===== src/rtl/pc_sequencer.sv =====
// pc_sequencer: program counter and branch resolution for the single-cycle datapath.
// Holds the architectural PC, resolves branches from opcode and flags in the decode
// cycle, and runs a small IDLE/RUN/HALT control FSM.
// Optional feature: define PC_RETIRE_COUNT_EN to add the `retired` instruction counter.
module pc_sequencer #(
    parameter logic [31:0] RESET_PC    = 32'd0,
    parameter logic [5:0]  HALT_OPCODE = 6'b111111
) (
    input  logic        clk,
    input  logic        reset,
    input  logic        start,
    input  logic        stall,
    input  logic [5:0]  opcode,
    input  logic [2:0]  flags,
    input  logic [31:0] address,
    input  logic [31:0] reg_target,
    output logic [31:0] PCin,
    output logic        running,
    output logic        halted,
    output logic        branch_taken
`ifdef PC_RETIRE_COUNT_EN
    ,
    output logic [31:0] retired
`endif
);

    // Branch opcode encodings.
    localparam logic [5:0] OP_B    = 6'b010000;
    localparam logic [5:0] OP_BR   = 6'b010001;
    localparam logic [5:0] OP_BL   = 6'b010010;
    localparam logic [5:0] OP_BZ   = 6'b010011;
    localparam logic [5:0] OP_BNZ  = 6'b010100;
    localparam logic [5:0] OP_BLTZ = 6'b010101;
    localparam logic [5:0] OP_BCY  = 6'b010110;
    localparam logic [5:0] OP_BNCY = 6'b010111;

    typedef enum logic [1:0] {
        StIdle = 2'd0,
        StRun  = 2'd1,
        StHalt = 2'd2
    } state_e;

    state_e      r_state;
    state_e      w_state_next;
    logic [31:0] r_pc;
    logic [31:0] w_pc_next;
    logic [31:0] w_pc_inc;
    logic [31:0] w_target;
    logic        w_cond_hit;
    logic        w_is_halt;
    logic        w_advance;

    logic w_carry;
    logic w_zero;
    logic w_sign;

    assign w_carry = flags[0];
    assign w_zero  = flags[1];
    assign w_sign  = flags[2];

    // Carry out of the increment is intentionally dropped so the PC wraps to zero.
    assign w_pc_inc  = r_pc + 32'd1;
    assign w_is_halt = (opcode == HALT_OPCODE);

    // A RUN cycle that is not stalled retires the instruction in decode.
    assign w_advance = (r_state == StRun) && !stall;

    // Decode: evaluate the branch condition and select the target source.
    always_comb begin
        w_cond_hit = 1'b0;
        w_target   = address;
        case (opcode)
            OP_B:    w_cond_hit = 1'b1;
            OP_BR: begin
                w_cond_hit = 1'b1;
                w_target   = reg_target;
            end
            OP_BL:   w_cond_hit = 1'b1;
            OP_BZ:   w_cond_hit = w_zero;
            OP_BNZ:  w_cond_hit = !w_zero;
            OP_BLTZ: w_cond_hit = w_sign;
            OP_BCY:  w_cond_hit = w_carry;
            OP_BNCY: w_cond_hit = !w_carry;
            default: w_cond_hit = 1'b0;
        endcase
        // The halt opcode never branches, even if it aliases a branch encoding.
        if (w_is_halt) begin
            w_cond_hit = 1'b0;
        end
    end

    // Next-state and next-PC selection for the run-control FSM.
    always_comb begin
        w_state_next = r_state;
        w_pc_next    = r_pc;
        case (r_state)
            StIdle: begin
                // PC is held on the IDLE->RUN edge; first fetch is at RESET_PC.
                if (start) begin
                    w_state_next = StRun;
                end
            end
            StRun: begin
                // Stall has priority: halt detection waits until the stall clears.
                if (!stall) begin
                    if (w_is_halt) begin
                        w_state_next = StHalt;
                    end else if (w_cond_hit) begin
                        w_pc_next = w_target;
                    end else begin
                        w_pc_next = w_pc_inc;
                    end
                end
            end
            StHalt: begin
                w_state_next = StHalt;
            end
            default: begin
                w_state_next = StIdle;
            end
        endcase
    end

    // State and PC registers with asynchronous active-low reset.
    always_ff @(posedge clk or negedge reset) begin
        if (!reset) begin
            r_state <= StIdle;
            r_pc    <= RESET_PC;
        end else begin
            r_state <= w_state_next;
            r_pc    <= w_pc_next;
        end
    end

`ifdef PC_RETIRE_COUNT_EN
    logic [31:0] r_retired;

    // Retired count: one per unstalled RUN edge, halt instruction included; wraps freely.
    always_ff @(posedge clk or negedge reset) begin
        if (!reset) begin
            r_retired <= 32'd0;
        end else if (w_advance) begin
            r_retired <= r_retired + 32'd1;
        end
    end

    assign retired = r_retired;
`else
    logic w_unused_advance;
    assign w_unused_advance = w_advance;
`endif

    // Outputs decoded from the registered state.
    always_comb begin
        PCin         = r_pc;
        running      = (r_state == StRun);
        halted       = (r_state == StHalt);
        branch_taken = (r_state == StRun) && w_cond_hit;
    end

endmodule

===== config.mk =====
export PLATFORM = sky130hd
export DESIGN_NAME = pc_sequencer
export DESIGN_NICKNAME = d
export VERILOG_FILES = /design/src/rtl/pc_sequencer.sv
export SDC_FILE = /design/constraint.sdc
export NUM_CORES = 1
export LEC_CHECK = 0
export BUFFER_PORTS_ARGS = -buffer_cell sky130_fd_sc_hd__buf_2
export CORE_MARGIN = 4
export CORE_UTILIZATION = 30
export DETAILED_ROUTE_END_ITERATION = 10
export MAX_ROUTING_LAYER = met4
export SYNTH_ARGS = -nofsm -noshare
export SYNTH_HDL_FRONTEND = slang
export SYNTH_SLANG_ARGS = --single-unit

===== constraint.sdc =====
create_clock -name clk -period 4 [get_ports clk]
set_input_delay 0 -clock clk [delete_from_list [all_inputs] [get_ports clk]]
set_output_delay 0 -clock clk [all_outputs]
set_load 0.01 [all_outputs]

==> results of run 1 <==
==> worst max-delay path, delay by kind of cell (launching register included) <==
kind,cells,cell delay [ps]
flip-flops,1,450
AO/OA/AOI/OAI,3,460
adder cells (fa/ha/maj),1,270
AND/OR/NAND/NOR,3,920
==> how the worst max path moves through the flow <==
stage	startpoint	slack [ps]	to	depth (start not counted)
after global routing	PCin[12]	1580	PCin[31]	6
after detailed placement	opcode[3]	1710	PCin[11]	6
after CTS	r_state[1]	1840	PCin[30]	8
after global placement	opcode[3]	1800	PCin[11]	6
after floorplan	PCin[0]	2080	PCin[28]	6
final	PCin[0]	1840	PCin[24]	7
==> routing by layer <==
layer  global-route usage (%)  part of all wire, %  vias up
met5                        -                    0        -
met3                     3.07                  8.2        9
li1                         -                    -     1518
met1                     24.0                   44     1379
met4                     3.73                 0.96        0
met2                     27.7                   46      111
==> timing repair <==
action | 4_1_cts | 5_1_grt
gates resized for setup | 0 | 0
buffers inserted | 0 | 0
hold buffers | 2 | 0
endpoints found under the hold margin | 35 | 0
==> power by group <==
group	leakage, uW	switching [uW]	total (uW)	internal (uW)
logic	0.00104	351	665	314
registers	0.000426	242	749	508
clock network	0.0000431	127	260	133
total	0.00151	720	1670	954
==> synthesized netlist by cell type, types with 3 or more instances <==
library cell  count  area, um2
a21oi_1          38        190
a2bb2oi_1         4       35.0
a31oi_1          10       62.6
a32oi_1           4       35.0
and2_1            3       18.8
and3_1            7       43.8
and4_1            5       43.8
buf_2            11       55.1
clkbuf_1         14       52.6
dfrtp_1          34        851
ha_1              4       50.1
inv_1             8       30.0
mux2i_1           3       30.0
nand2_1          71        267
nand3_1          34        170
nand4_1          12       75.1
nor2_1           27        101
nor3_1            7       35.0
nor3b_1           3       22.5
o21ai_0          13       65.1
o21ai_1           3       15.0
o22a_1           12        105
==> layout make-up <==
cell class | count | area (um2)
Fill cell | 899 | 5030
Multi-Input combinational cell | 291 | 1660
Sequential cell | 34 | 851
Timing Repair Buffer | 117 | 606
Tap cell | 105 | 131
Clock buffer | 6 | 82.6
Inverter | 8 | 30.0
==> logic make-up (layout without fill, tap and decap cells) <==
kind of cell / count (synthesis) / after routing / share of synthesized area (%)
simple gates: 180 / 180 / 32.8
compound gates: 103 / 103 / 26.1
flops: 34 / 34 / 32.2
buf+inv: 34 / 131 / 5.40
fa+ha+maj: 4 / 4 / 1.89
mux: 4 / 4 / 1.56
==> flip-flops by register name, indices dropped and copies added (netlist names) <==
name and count:
r_state 2, PCin 32
==> placed cells by master, fill, tap and decap left out, types with 10 or more instances in the layout <==
cell       n
nand3_1   34
dfrtp_1   34
nor2_1    27
buf_2    111
nand4_1   12
o21ai_0   13
nand2_1   71
o22a_1    12
a21oi_1   38
a31oi_1   10
==> metrics by stage <==
step,std cells,utilization (%)
3_5_place_dp,553,38.8
5_1_grt,561,40.0
4_1_cts,561,40.0
2_1_floorplan,359,-
6_report,561,40.0
3_3_place_gp,553,38.8
==> flow_summary.ini, run 1 <==
[outcome]
run_status = finished clean

[critical_path]
path_cells = ha_1, and4_1, nand3_1, nor3_1, a31o_2, a21oi_1, a21oi_1
critPathSlowestCell = nor3_1
cpMostUsedCell = a21oi_1
critical_path_class = reg -> reg
crit_path_start_kind = flip-flop
crit_required_ps = 4210
slowest_delay_ps = 480
rr_endpoint = PCin[24]
cp_data_arrival_time_ps = 2370
ff2ff_path_depth = 7
critPathCaptureType = flip-flop
r2r_slack_ps = 1840
reg2reg_from = PCin[0]
path_max_fanout = 7

[routing]
via_per_inst = 5.38
wl_per_cell_um = 15.7
ant_nets = 0
dr.pass1.iters = 4
wl_mm = 8.83
drt_iter0_drc = 150
drc = 0
vias = 3017

[place]
dp_hpwl_mm = 6.41
dp_slack_ps = 1710
gp_congestion = 0.801
portBuffers = 111
dpl_cell_area_um2 = 3250

[grt]
grt_pass1_vias = 2959
overflow = 0
grt_max_degree = 59
grt_usage_pct = 17.6
grt_pass1_wl_mm = 14.3
antenna_found_initial = 0

[power]
power.density_nw_per_um2 = 499
ir_drop_mv = 0.233
p_leak_uw = 0.00151
total_power_uw = 1670

[floorplanning]
fp.dieW_um = 102
die_y_um = 102
floorplan.rows = 33
core_um2 = 8380
pin_count = 112
start_util_pct = 31.5
design.die.area_um2 = 10400

[timing]
tns_ps = 0
setup_slack_ps = 1840
grt_setup_unrepaired = false
setup_viol_count_final = 0
finalCriticalPeriod_ps = 2160
hold_viol_final = 0
finalCritPeriodShare_pct = 54.0
whs_ps = 69.4
worst_pin_slew_ps = 1010
skew_ps = 8.12
drv_slew = 0
max_freq_ghz = 0.463
relSlewSlack_pct = 32.7

[yosys]
ys_warn_count = 0
ys_seq_area_share_pct = 32.2
netlist-cell-type-count = 46
ys.flop_type = dfrtp_1
synth.cell_area_um2 = 2640
synth-edff-count = 0
ys_seq_elements = 34
syn_area_per_cell_um2 = 7.36
syn_inst = 359
syn-num-nets = 440
ys_async_sr_fraction_pct = 100

[clocking]
clkSinkCount = 34
cts_made_buffers = 5
cts_buffer_depth = 2
cts_tree = built
clock_latency_ps = 290
root_buffer = clkbuf_8
htreeDepth = 2
clkTransAtPathRegs_ps = 70

[cells_and_area]
area_growth_pct = 27.0
antenna_cells_inserted = 0
drive_gt1_share_pct = 28.5
fin_nets = 538
design_area_um2 = 3360

[worst_hold_path]
min_path_type = in -> reg
min_to = PCin[26]
holdPathStages = 5
worstHoldStart = address[26]

[job]
maxCapViolations = 0
No activity file was read; power rests on OpenSTA's default activity.
==> inputs of run 2 (changes only) <==
clock period = 2.2 ns   (was 4 ns; I/O delays follow)
==> run 2 against run 1 <==
Compared with the run above:
- combinational power grew 88%
- sequential power grew 79%
- fmax increased by 6.0%
- global-route usage grew 0.13 points
- clock skew shrank 2.8 ps
- clock power is 92% higher
- worst setup slack got worse by 1700 ps
- non-clock buffer count increased by 10
- flip-flop and latch count stayed put
- via count increased by 2.9%
- wire length grew 2.1%
- highest routed layer unchanged
==> flow_summary.ini, run 2 (synthesized netlist as in run 1, its figures left out) <==
[cells_and_area]
drive_gt1_share_pct = 30.6
layout_commonest_cell = buf_2
fin_cells = 573
design_area_um2 = 3440
largest_reg_flops = 32
final_cell_mix = 111 x buf_2, 71 x nand2_1, 38 x a21oi_1
seq_area_um2 = 851
multi_input_area_um2 = 1660
area_growth_pct = 30.4
fin_nets = 548
antenna_cells_inserted = 0
n_fill_cell = 892

[critical_path]
slowest_delay_ps = 560
critPathCaptureType = flip-flop
critPathSlowestCell = or4_4
path_max_fanout = 6
crit_family = simple AND/OR/NAND/NOR gates
crit_path_start_kind = flip-flop
path_cells = ha_1, and4_1, nand3_1, or4_4, o21ai_1, a21oi_1
critical_path_class = reg -> reg
cp_data_arrival_time_ps = 2210
r2r_slack_ps = 160
ff2ff_path_depth = 6
critPathBufInv = 0
cp_num_cells = 6
crit_required_ps = 2380

[timing]
tns_ps = 0
finalCriticalPeriod_ps = 2040
hold_viol_final = 0
drv_slew = 0
grt_setup_unrepaired = false
setup_viol_count_final = 0
max_freq_ghz = 0.491
setup_slack_ps = 164
finalCritPeriodShare_pct = 92.6
skew_ps = 5.36
worst_pin_slew_ps = 817
relSlewSlack_pct = 45.5

[clocking]
clkSinkCount = 34
root_buffer = clkbuf_8
clock_latency_ps = 290
cts_setup_buffers = 0
htreeDepth = 2
cts_made_buffers = 5
cts_tree = built
cts_buffer_depth = 2
clkTransAtPathRegs_ps = 80

[grt]
grt_usage_pct = 17.8
antenna_found_initial = 0
grt_max_degree = 35
grt_pass1_vias = 2960
overflow = 0
grt_pass1_wl_mm = 14.4

[routing]
wl_mm = 9.02
wl_per_cell_um = 15.7
ant_nets = 0
drc = 0
via_per_inst = 5.42
vias = 3103
drt_iter0_drc = 205
dr.pass1.iters = 5

[power]
ir_drop_mv = 0.359
total_power_uw = 3080
power.density_nw_per_um2 = 896
p_leak_uw = 0.00157

[job]
maxCapViolations = 0

[floorplanning]
design.die.area_um2 = 10400
floorplan.rows = 33
start_util_pct = 31.5
fp.dieW_um = 102
pin_count = 112
core_um2 = 8380
die_y_um = 102

[worst_hold_path]
min_path_type = in -> reg
holdPathStages = 3

[place]
gp_congestion = 0.893
dp.cells = 564
dpl_cell_area_um2 = 3340
dp_hpwl_mm = 6.85
portBuffers = 111
dp_slack_ps = 191

[outcome]
run_status = finished clean
-- run 2: cell types whose count changed in the layout (fill, tap and decap cells not counted), sizes merged --
| cell | previous run | this run |
|---|---|---|
| dlygate4sd3 | 2 | 1 |
| buf | 115 | 126 |
| clkbuf | 6 | 7 |
| clkinv | 0 | 1 |
-- run 2: final cells by class --
type | count | share of cell area [%]
timing repair buffer | 127 | 19.7
tap | 105 | 3.82
multi-input combinational | 291 | 48.3
sequential | 34 | 24.7
clock buffer | 7 | 2.51
clock inverter | 1 | 0.145
inverter | 8 | 0.872
-- run 2: worst min-delay path, stage by stage --
cell and delay, ps:
buf_2 90, a21oi_1 50, a21oi_1 120
-- run 2: worst paths after layout --
kind,endpoint,start
max,PCin[28],PCin[1]
min,r_state[0],start
max reg2reg,PCin[28],PCin[1]
min reg2reg,PCin[14],PCin[14]
max in group asynchronous,PCin[20],reset
min in group asynchronous,PCin[5],reset
-- run 2: timing repair --
action / in CTS / in global routing
hold endpoints to repair: 34 / 0
resized for setup: 0 / 1
hold buffers: 1 / 0
endpoints found under the setup margin: 0 / 1
-- run 2: per-layer routing --
layer	GRT usage [%]	vias up	share of wire, %
met3	3.00	6	6.7
met1	23.9	1457	46
li1	-	1536	-
met2	28.6	104	47
met5	-	-	0
met4	3.13	0	0.68
-- run 2: report_power, final --
group	switching [uW]	total, uW	internal, uW
registers	418	1340	922
clock network	246	499	253
logic	653	1250	592
-- run 2: through the flow --
stage | util, % | hold WS (ps)
after global placement | 39.8 | 139
after detailed placement | 39.8 | 145
after global routing | 41.1 | 45.7
after CTS | 41.0 | 19.8
after floorplan | - | -296
final | 41.1 | 14.5
